$ cat src/rtl/energy_phase_sel_pkg.sv
// -----------------------------------------------------------------------------
// energy_phase_sel_pkg
// Shared definitions for the automatic symbol-timing stage:
//   - phase_sel_state_e : decision FSM encoding (SYNC, ACCUM, DECIDE, COMMIT)
//   - DEF_NB / DEF_OS   : default sample width and oversampling factor, shared
//                         with the RC filter and the receiver control logic
//   - DEF_NB_WIN        : default log2 of the decision window in symbols
//   - clog2()           : constant-friendly ceiling log2
//   - sat_abs()         : |x| saturated to the largest positive nb-bit value
// -----------------------------------------------------------------------------
package energy_phase_sel_pkg;

    typedef enum logic [1:0] {
        SYNC   = 2'd0,
        ACCUM  = 2'd1,
        DECIDE = 2'd2,
        COMMIT = 2'd3
    } phase_sel_state_e;

    localparam int DEF_NB     = 8;
    localparam int DEF_OS     = 4;
    localparam int DEF_NB_WIN = 10;

    function automatic int clog2(input int value);
        int r;
        int v;
        r = 0;
        v = value - 1;
        while (v > 0) begin
            r = r + 1;
            v = v >> 1;
        end
        return r;
    endfunction

    // The most negative code has no positive twin, so it folds onto the
    // largest positive code instead of wrapping back to itself.
    function automatic logic [31:0] sat_abs(input logic signed [31:0] x,
                                            input int                 nb);
        logic signed [31:0] max_v;
        logic signed [31:0] a;
        max_v = (32'sd1 <<< (nb - 1)) - 32'sd1;
        a     = (x < 0) ? -x : x;
        if (a > max_v) begin
            a = max_v;
        end
        return a;
    endfunction

endpackage

$ cat src/rtl/energy_phase_sel_phase_accum_bank.sv
// -----------------------------------------------------------------------------
// energy_phase_sel_phase_accum_bank
// Bank of OS unsigned energy accumulators, one per oversampling phase.
//   clock, reset : system clock, asynchronous active-high reset
//   i_clear      : zero every accumulator (wins over i_add_en)
//   i_add_en     : add i_add_mag into the accumulator selected by i_add_idx
//   i_add_idx    : accumulator index for the add
//   i_add_mag    : saturated magnitude, NB-1 bits
//   i_rd_idx     : accumulator index for the combinational read
//   o_rd_data    : contents of accumulator i_rd_idx
// Width NB-1+NB_WIN holds 2^NB_WIN maximal magnitudes, so no add can overflow.
// -----------------------------------------------------------------------------
module energy_phase_sel_phase_accum_bank
    import energy_phase_sel_pkg::*;
#(
    parameter  int NB     = DEF_NB,
    parameter  int OS     = DEF_OS,
    parameter  int NB_WIN = DEF_NB_WIN,
    localparam int PH_W   = clog2(OS),
    localparam int NB_ACC = NB - 1 + NB_WIN
) (
    input  logic              clock,
    input  logic              reset,
    input  logic              i_clear,
    input  logic              i_add_en,
    input  logic [PH_W-1:0]   i_add_idx,
    input  logic [NB-2:0]     i_add_mag,
    input  logic [PH_W-1:0]   i_rd_idx,
    output logic [NB_ACC-1:0] o_rd_data
);

    logic [NB_ACC-1:0] acc_q [OS];
    logic [NB_ACC-1:0] acc_d [OS];

    always_comb begin
        for (int k = 0; k < OS; k++) begin
            acc_d[k] = acc_q[k];
            if (i_clear) begin
                acc_d[k] = '0;
            end else if (i_add_en && (i_add_idx == PH_W'(k))) begin
                acc_d[k] = acc_q[k] + NB_ACC'(i_add_mag);
            end
        end
    end

    always_ff @(posedge clock or posedge reset) begin
        if (reset) begin
            for (int k = 0; k < OS; k++) begin
                acc_q[k] <= '0;
            end
        end else begin
            for (int k = 0; k < OS; k++) begin
                acc_q[k] <= acc_d[k];
            end
        end
    end

    assign o_rd_data = acc_q[i_rd_idx];

endmodule

$ cat src/rtl/energy_phase_sel.sv
// -----------------------------------------------------------------------------
// energy_phase_sel
// Automatic symbol-timing stage between the RC filter and the BER/sync checker.
// Accumulates |sample| per oversampling phase over 2^NB_WIN symbols, picks the
// phase with the most energy and slices the sign of that phase's sample into
// one rx bit per symbol. Windows repeat back to back, so a drifting eye is
// tracked.
//   clock        : system clock
//   reset        : asynchronous active-high reset
//   i_enable     : block enable; low forces SYNC, clears the window, unlocks
//   i_valid      : symbol strobe, one clock in every OS, marks phase 0
//   i_sample     : signed filter output, one sample per clock
//   o_phase      : currently selected phase
//   o_locked     : a window decision has been committed since enable
//   o_bit        : sign of the selected-phase sample (1 = negative)
//   o_bit_valid  : one-clock pulse per symbol qualifying o_bit
// Optional build macro PHASE_HYST_EN: once locked, a new best phase only
// replaces o_phase if its energy beats the current phase's by more than 1/8.
// -----------------------------------------------------------------------------
module energy_phase_sel
    import energy_phase_sel_pkg::*;
#(
    parameter  int NB     = DEF_NB,
    parameter  int OS     = DEF_OS,
    parameter  int NB_WIN = DEF_NB_WIN,
    localparam int PH_W   = clog2(OS)
) (
    input  logic                 clock,
    input  logic                 reset,
    input  logic                 i_enable,
    input  logic                 i_valid,
    input  logic signed [NB-1:0] i_sample,
    output logic [PH_W-1:0]      o_phase,
    output logic                 o_locked,
    output logic                 o_bit,
    output logic                 o_bit_valid
);

    localparam int                NB_ACC   = NB - 1 + NB_WIN;
    localparam int                MAG_W    = NB - 1;
    localparam logic [NB_WIN-1:0] WIN_LAST = '1;
    localparam logic [PH_W-1:0]   PH_LAST  = PH_W'(OS - 1);

    phase_sel_state_e  state_q,    state_d;
    logic [PH_W-1:0]   ph_cnt_q,   ph_cnt_d;
    logic [NB_WIN-1:0] win_cnt_q,  win_cnt_d;
    logic [PH_W-1:0]   dec_idx_q,  dec_idx_d;
    logic [NB_ACC-1:0] best_val_q, best_val_d;
    logic [PH_W-1:0]   best_idx_q, best_idx_d;
    logic [PH_W-1:0]   o_phase_q,  o_phase_d;
    logic              locked_q,   locked_d;
    logic              bit_q,      bit_d;
    logic              bit_vld_q,  bit_vld_d;

    logic [PH_W-1:0]   cur_phase;
    logic [MAG_W-1:0]  mag;
    logic              acc_clear;
    logic              acc_add_en;
    logic [PH_W-1:0]   acc_rd_idx;
    logic [NB_ACC-1:0] acc_rd;

    // The strobe itself defines phase 0, so a slipped strobe re-aligns the
    // phase count on the very cycle it arrives.
    assign cur_phase = i_valid ? '0 : ph_cnt_q;
    assign ph_cnt_d  = i_valid ? PH_W'(1) : (ph_cnt_q + PH_W'(1));

    assign mag = MAG_W'(sat_abs({{(32 - NB){i_sample[NB-1]}}, i_sample}, NB));

    energy_phase_sel_phase_accum_bank #(
        .NB     (NB),
        .OS     (OS),
        .NB_WIN (NB_WIN)
    ) u_bank (
        .clock     (clock),
        .reset     (reset),
        .i_clear   (acc_clear),
        .i_add_en  (acc_add_en),
        .i_add_idx (cur_phase),
        .i_add_mag (mag),
        .i_rd_idx  (acc_rd_idx),
        .o_rd_data (acc_rd)
    );

`ifdef PHASE_HYST_EN
    logic [NB_ACC:0] hyst_thresh;
    assign hyst_thresh = {1'b0, acc_rd} + {4'b0000, acc_rd[NB_ACC-1:3]};
`endif

    // Window FSM: accumulate, scan the bank one entry per clock, commit.
    always_comb begin
        state_d    = state_q;
        win_cnt_d  = win_cnt_q;
        dec_idx_d  = dec_idx_q;
        best_val_d = best_val_q;
        best_idx_d = best_idx_q;
        o_phase_d  = o_phase_q;
        locked_d   = locked_q;
        acc_clear  = 1'b0;
        acc_add_en = 1'b0;
        acc_rd_idx = dec_idx_q;

        if (!i_enable) begin
            state_d    = SYNC;
            win_cnt_d  = '0;
            dec_idx_d  = '0;
            best_val_d = '0;
            best_idx_d = '0;
            locked_d   = 1'b0;
            acc_clear  = 1'b1;
        end else begin
            case (state_q)
                SYNC: begin
                    if (i_valid) begin
                        state_d    = ACCUM;
                        win_cnt_d  = '0;
                        acc_add_en = 1'b1;
                    end
                end
                ACCUM: begin
                    // The strobe that would complete the count opens the next
                    // symbol, which belongs to no window.
                    if (i_valid && (win_cnt_q == WIN_LAST)) begin
                        state_d    = DECIDE;
                        dec_idx_d  = '0;
                        best_val_d = '0;
                        best_idx_d = '0;
                    end else begin
                        acc_add_en = 1'b1;
                        if (i_valid) begin
                            win_cnt_d = win_cnt_q + NB_WIN'(1);
                        end
                    end
                end
                DECIDE: begin
                    // Strictly greater, so equal energies keep the lower index.
                    if (acc_rd > best_val_q) begin
                        best_val_d = acc_rd;
                        best_idx_d = dec_idx_q;
                    end
                    dec_idx_d = dec_idx_q + PH_W'(1);
                    if (dec_idx_q == PH_LAST) begin
                        state_d = COMMIT;
                    end
                end
                COMMIT: begin
                    acc_rd_idx = o_phase_q;
`ifdef PHASE_HYST_EN
                    if (!locked_q || ({1'b0, best_val_q} > hyst_thresh)) begin
                        o_phase_d = best_idx_q;
                    end
`else
                    o_phase_d = best_idx_q;
`endif
                    locked_d  = 1'b1;
                    win_cnt_d = '0;
                    acc_clear = 1'b1;
                    state_d   = SYNC;
                end
                default: begin
                    state_d = SYNC;
                end
            endcase
        end
    end

    // Slicer: runs regardless of the FSM state.
    always_comb begin
        bit_d     = bit_q;
        bit_vld_d = 1'b0;
        if (i_enable && (cur_phase == o_phase_q)) begin
            bit_d     = i_sample[NB-1];
            bit_vld_d = 1'b1;
        end
    end

    always_ff @(posedge clock or posedge reset) begin
        if (reset) begin
            state_q    <= SYNC;
            ph_cnt_q   <= '0;
            win_cnt_q  <= '0;
            dec_idx_q  <= '0;
            best_val_q <= '0;
            best_idx_q <= '0;
            o_phase_q  <= '0;
            locked_q   <= 1'b0;
            bit_q      <= 1'b0;
            bit_vld_q  <= 1'b0;
        end else begin
            state_q    <= state_d;
            ph_cnt_q   <= ph_cnt_d;
            win_cnt_q  <= win_cnt_d;
            dec_idx_q  <= dec_idx_d;
            best_val_q <= best_val_d;
            best_idx_q <= best_idx_d;
            o_phase_q  <= o_phase_d;
            locked_q   <= locked_d;
            bit_q      <= bit_d;
            bit_vld_q  <= bit_vld_d;
        end
    end

    assign o_phase     = o_phase_q;
    assign o_locked    = locked_q;
    assign o_bit       = bit_q;
    assign o_bit_valid = bit_vld_q;

endmodule
$ cat config.mk
export PLATFORM = sky130hd
export DESIGN_NAME = energy_phase_sel
export DESIGN_NICKNAME = d
export VERILOG_FILES = /design/src/rtl/energy_phase_sel_pkg.sv /design/src/rtl/energy_phase_sel_phase_accum_bank.sv /design/src/rtl/energy_phase_sel.sv
export SDC_FILE = /design/constraint.sdc
export NUM_CORES = 1
export LEC_CHECK = 0
export BUFFER_PORTS_ARGS = -buffer_cell sky130_fd_sc_hd__buf_4
export CAP_MARGIN = 5
export CORE_UTILIZATION = 55
export CTS_CLUSTER_SIZE = 20
export DETAILED_ROUTE_END_ITERATION = 6
export MAX_ROUTING_LAYER = met4
export PLACE_DENSITY = 0.84
export SETUP_SLACK_MARGIN = 0.2
export SLEW_MARGIN = 20
export SYNTH_ARGS = -nofsm -noshare
export SYNTH_HDL_FRONTEND = slang
export SYNTH_SLANG_ARGS = --single-unit
$ cat constraint.sdc
create_clock -name clock -period 3.2 [get_ports clock]
set_input_delay 0.16 -clock clock [delete_from_list [all_inputs] [get_ports clock]]
set_output_delay 0.16 -clock clock [all_outputs]
set_load 0.005 [all_outputs]
==> results.txt <==
----------------------------------------------------
[Status]
  Status ... finished, violations left
  Violated checks ... hold timing, setup timing

[Power]
  Internal power contribution ... 2.74 mW
  Net Switching ... 1.36 mW
  VDD IR-drop max ... 0.276 mV
  Clock power frac ... 27.7%
  Power density over the cells ... 483 nW/um^2
  Switching part of the total power ... 33.2%
  Logic pwr share ... 35.9%
  Sequential power share ... 36.5%
  Standby leakage power ... 3.88 nW

[Clocking]
  H-tree depth ... 3
  TritonCTS Buffers ... 9
  Clock-pin slew reported for the worst setup and hold paths after clock tree synthesis ... 0.07 ns
  Clock net sink count ... 108
  Quantity of hold-fixing buffers added after cts ... 0
  Root cell of the clock tree ... sky130_fd_sc_hd__clkbuf_16
  Clock tree from TritonCTS ... built
  CTS max path bufs ... 2
  Clock insertion delay at the later pin of the skew report ... 0.36 ns

[Yosys]
  Post-Syn Nets ... 850
  Post-synthesis register bit count ... 108
  Fraction of the yosys area taken by sequential cells ... 36.6%
  EDFF count, synth ... 0
  Most used DFF post-synth ... sky130_fd_sc_hd__dfrtp_1
  Top area cells in the synthesized netlist ... sky130_fd_sc_hd__dfrtp_1, sky130_fd_sc_hd__ha_1, sky130_fd_sc_hd__mux4_2, sky130_fd_sc_hd__nand2_1, sky130_fd_sc_hd__mux2i_1
  Proportion of synthesized flip-flops having asynchronous set or reset ... 100%
  Top cell type by total area after synthesis ... sky130_fd_sc_hd__dfrtp_1
  Gate count after technology mapping ... 774
  Average footprint of a synthesized cell ... 9.55 um^2
  Commonest cells in the netlist ... sky130_fd_sc_hd__dfrtp_1, sky130_fd_sc_hd__nand2_1, sky130_fd_sc_hd__nor2_1
  Unique cell type count in the Yosys netlist ... 68
  Leading cell type by number of instances after synthesis ... sky130_fd_sc_hd__dfrtp_1
  Synth top area share ... 36.6%
  Yosys Warn Count ... 0
  Syn Std Cell Area ... 7390 um^2

[Final layout]
  Final-layout fill cell count ... 946
  Final cell count without fillers ... 1000
  Number of inserted diodes ... 0
  Area Overhead vs Synth ... 15.1%
  Total area of multi-input combinational cells ... 4510 um^2
  Ratio of cells with drive above 1 in the final layout ... 16.8%
  Count of nets after finishing ... 899
  Final design instance area without fill ... 8500 um^2
  Sequential cell area in the final layout ... 2700 um^2

[Routing]
  First-pass iteration count of the detailed router ... 6
  Violation count after the first detailed-routing iteration ... 694
  Avg Vias per Cell ... 6.24
  Count of unresolved DRC violations after routing ... 0
  Total wire length ... 19000 um
  Vias ... 6240
  Number of nets still failing antenna checks after routing ... 0
  Wire per inst ... 19.0 um

[Setup path]
  RR Startpoint ... state_q[1]
  CP bufs+invs ... 5
  Worst path cell trace ... ha_4 -> nand2_4 -> mux2i_4 -> buf_12 -> clkbuf_16 -> buf_4 -> mux4_2 -> ha_1 -> nand4_1 -> a21oi_1 -> a211oi_2 -> a21oi_2 -> buf_12 -> buf_4 -> mux2i_1
  Delay-heaviest family, CP ... multiplexers
  Cell with the largest stage delay on the worst path ... sky130_fd_sc_hd__mux4_2
  Launching instance or port of the critical path ... state_q[1]
  Worst path max stage delay ... 0.54 ns
  Worst r2r path cells ... 15
  Critical path class ... reg -> reg
  Crit path depth ... 15
  Critical Path Sink Type ... flop
  Largest fanout of any net on the critical path ... 8
  CP required ... 3.46 ns
  Arrival time reported for the critical path endpoint ... 3.75 ns
  Kind of start point of the critical path ... flop

[STA]
  F_max ... 287 MHz
  Final setup fails ... 19
  Max-slew headroom ... 39.7%
  Final Skew ... 0.0130 ns
  Worst hold margin ... -0.0193 ns
  Worst path setup slack after routing ... -0.287 ns
  Setup Total Neg Slack ... -4.58 ns
  Least-Margin Pin Slew ... 0.902 ns
  RSZ-0062 raised after global routing ... true
  Final number of max-transition violations ... 0
  Shortest clock period the worst path allows after layout ... 3.49 ns
  Final Hold Violating Endpoints ... 22
  Final period util ... 109%

[Die]
  Cell Rows ... 41
  Vert. Die Dim ... 118 um
  Initial Utilization ... 57.4%
  Die area ... 13900 um^2
  Horiz. Die Dim ... 118 um
  Core outline area ... 12900 um^2
  Io pins ... 17

[Global route]
  Congestion Overflow GR ... 0
  Wire length of the first global-routing pass ... 29700 um
  Initial antenna violation count ... 0
  Largest net degree at the start of global routing ... 70
  Number of global-route vias before repair ... 6021
  GRT Util Overall ... 27.9%

[Place]
  Post-Place Cell Area ... 7940 um^2
  Setup slack at placement ... -0.0614 ns
  HPWL after DPL ... 12800 um
  Routability-driven placement congestion ratio ... 0.913
  # placed instances ... 969
  Port bufs ... 16

[Min path]
  Worst min path class ... in -> async

[Job]
  Count of max-cap constraint violations ... 0

----------------------------------------------------
==> routing by layer <==
metal	up-vias	global-route usage, %	part of all wire, %
met1	3031	35.4	42
met4	0	10.9	2.9
met3	48	5.23	8.2
met2	288	44.2	47
li1	2873	-	-
met5	-	-	0
==> registers in the layout, summed over array words and instances, names as in the netlist <==
name / cells
best_idx_q: 2
best_val_q: 17
dec_idx_q: 2
o_bit: 1
o_bit_valid: 1
o_locked: 1
o_phase: 2
ph_cnt_q: 2
state_q: 2
u_bank.acc_q: 68
win_cnt_q: 10
==> final cells by class <==
type                       instances  share of cell area [%]
tap                              172                    2.53
clock inverter                     7                   0.794
multi-input combinational        596                    53.1
inverter                          41                    1.85
clock buffer                       9                    2.65
timing repair buffer              67                    7.34
sequential                       108                    31.8
==> cells by family (layout without fill, tap and decap cells) <==
kind of cell | count (synthesis) | after routing | share of synthesized area, %
AND/OR/NAND/NOR | 292 | 292 | 19.7
XOR/XNOR | 48 | 48 | 5.69
flip-flops | 108 | 108 | 36.6
multiplexers | 51 | 51 | 10.1
buffers and inverters | 70 | 124 | 4.20
AO/OA/AOI/OAI | 141 | 141 | 12.5
adder cells (fa/ha/maj) | 64 | 64 | 11.2
==> cells in the final DEF, fill, tap and decap left out, types with 8 or more instances in the layout <==
cell type,netlist,layout
sky130_fd_sc_hd__a211oi_1,13,11
sky130_fd_sc_hd__a21o_1,8,8
sky130_fd_sc_hd__a21oi_1,45,44
sky130_fd_sc_hd__and3_1,19,19
sky130_fd_sc_hd__buf_4,2,57
sky130_fd_sc_hd__clkbuf_16,0,11
sky130_fd_sc_hd__dfrtp_1,108,108
sky130_fd_sc_hd__ha_1,60,53
sky130_fd_sc_hd__inv_1,41,40
sky130_fd_sc_hd__mux2i_1,26,25
sky130_fd_sc_hd__mux4_2,16,16
sky130_fd_sc_hd__nand2_1,77,76
sky130_fd_sc_hd__nand3_1,47,47
sky130_fd_sc_hd__nand4_1,16,16
sky130_fd_sc_hd__nor2_1,68,67
sky130_fd_sc_hd__nor2b_1,9,9
sky130_fd_sc_hd__nor3_1,16,16
sky130_fd_sc_hd__o21ai_0,29,27
sky130_fd_sc_hd__xnor2_1,24,24
sky130_fd_sc_hd__xor2_1,24,24
==> power groups by stage <==
stage / Clock [mW] / Combinational, mW / Sequential [mW]
finish: 1.14 / 1.47 / 1.50
global route: 1.19 / 1.59 / 1.50
CTS: 1.14 / 1.27 / 1.49
detailed placement: 0 / 1.22 / 1.52
global placement: 0 / 1.19 / 1.52
floorplan: 0 / 0.933 / 1.50
==> worst paths after layout <==
check / end / slack (ns)
worst min-delay path: u_bank.acc_q[3] / -0.02
min in group clock: ph_cnt_q[1] / 0.07
max in group asynchronous: win_cnt_q[0] / 2.39
worst max register to register: best_val_q[9] / -0.29
worst max-delay path: best_val_q[9] / -0.29
worst min register to register: o_locked / 0.49
==> repair_timing <==
action | CTS | global route
gates cloned | 0 | 2
pin swaps | 0 | 3
setup buffers | 2 | 11
gates resized for setup | 4 | 13
setup endpoints to repair | 19 | 33
==> metrics by stage <==
| stage | total power [mW] | utilization (%) | hold slack [ns] |
|---|---|---|---|
| after global placement | 2.70 | 61.6 | 0.373 |
| after global routing | 4.28 | 66.0 | 0.0370 |
| after floorplan | 2.43 | - | 0.411 |
| after detailed placement | 2.74 | 61.6 | 0.383 |
| final | 4.11 | 66.0 | -0.0193 |
| after CTS | 3.90 | 64.2 | 0.00550 |
==> worst register-to-register path, delay by kind of cell, from the launching register on <==
| family | cells | cell delay [ns] |
|---|---|---|
| DFF | 1 | 0.41 |
| adders and majority gates | 2 | 0.48 |
| muxes | 3 | 1.07 |
| buffers and inverters | 5 | 0.67 |
| AOI/OAI and AO/OA | 3 | 0.52 |
| and+or+nand+nor | 2 | 0.24 |
Power figures use the tool's default switching activity.
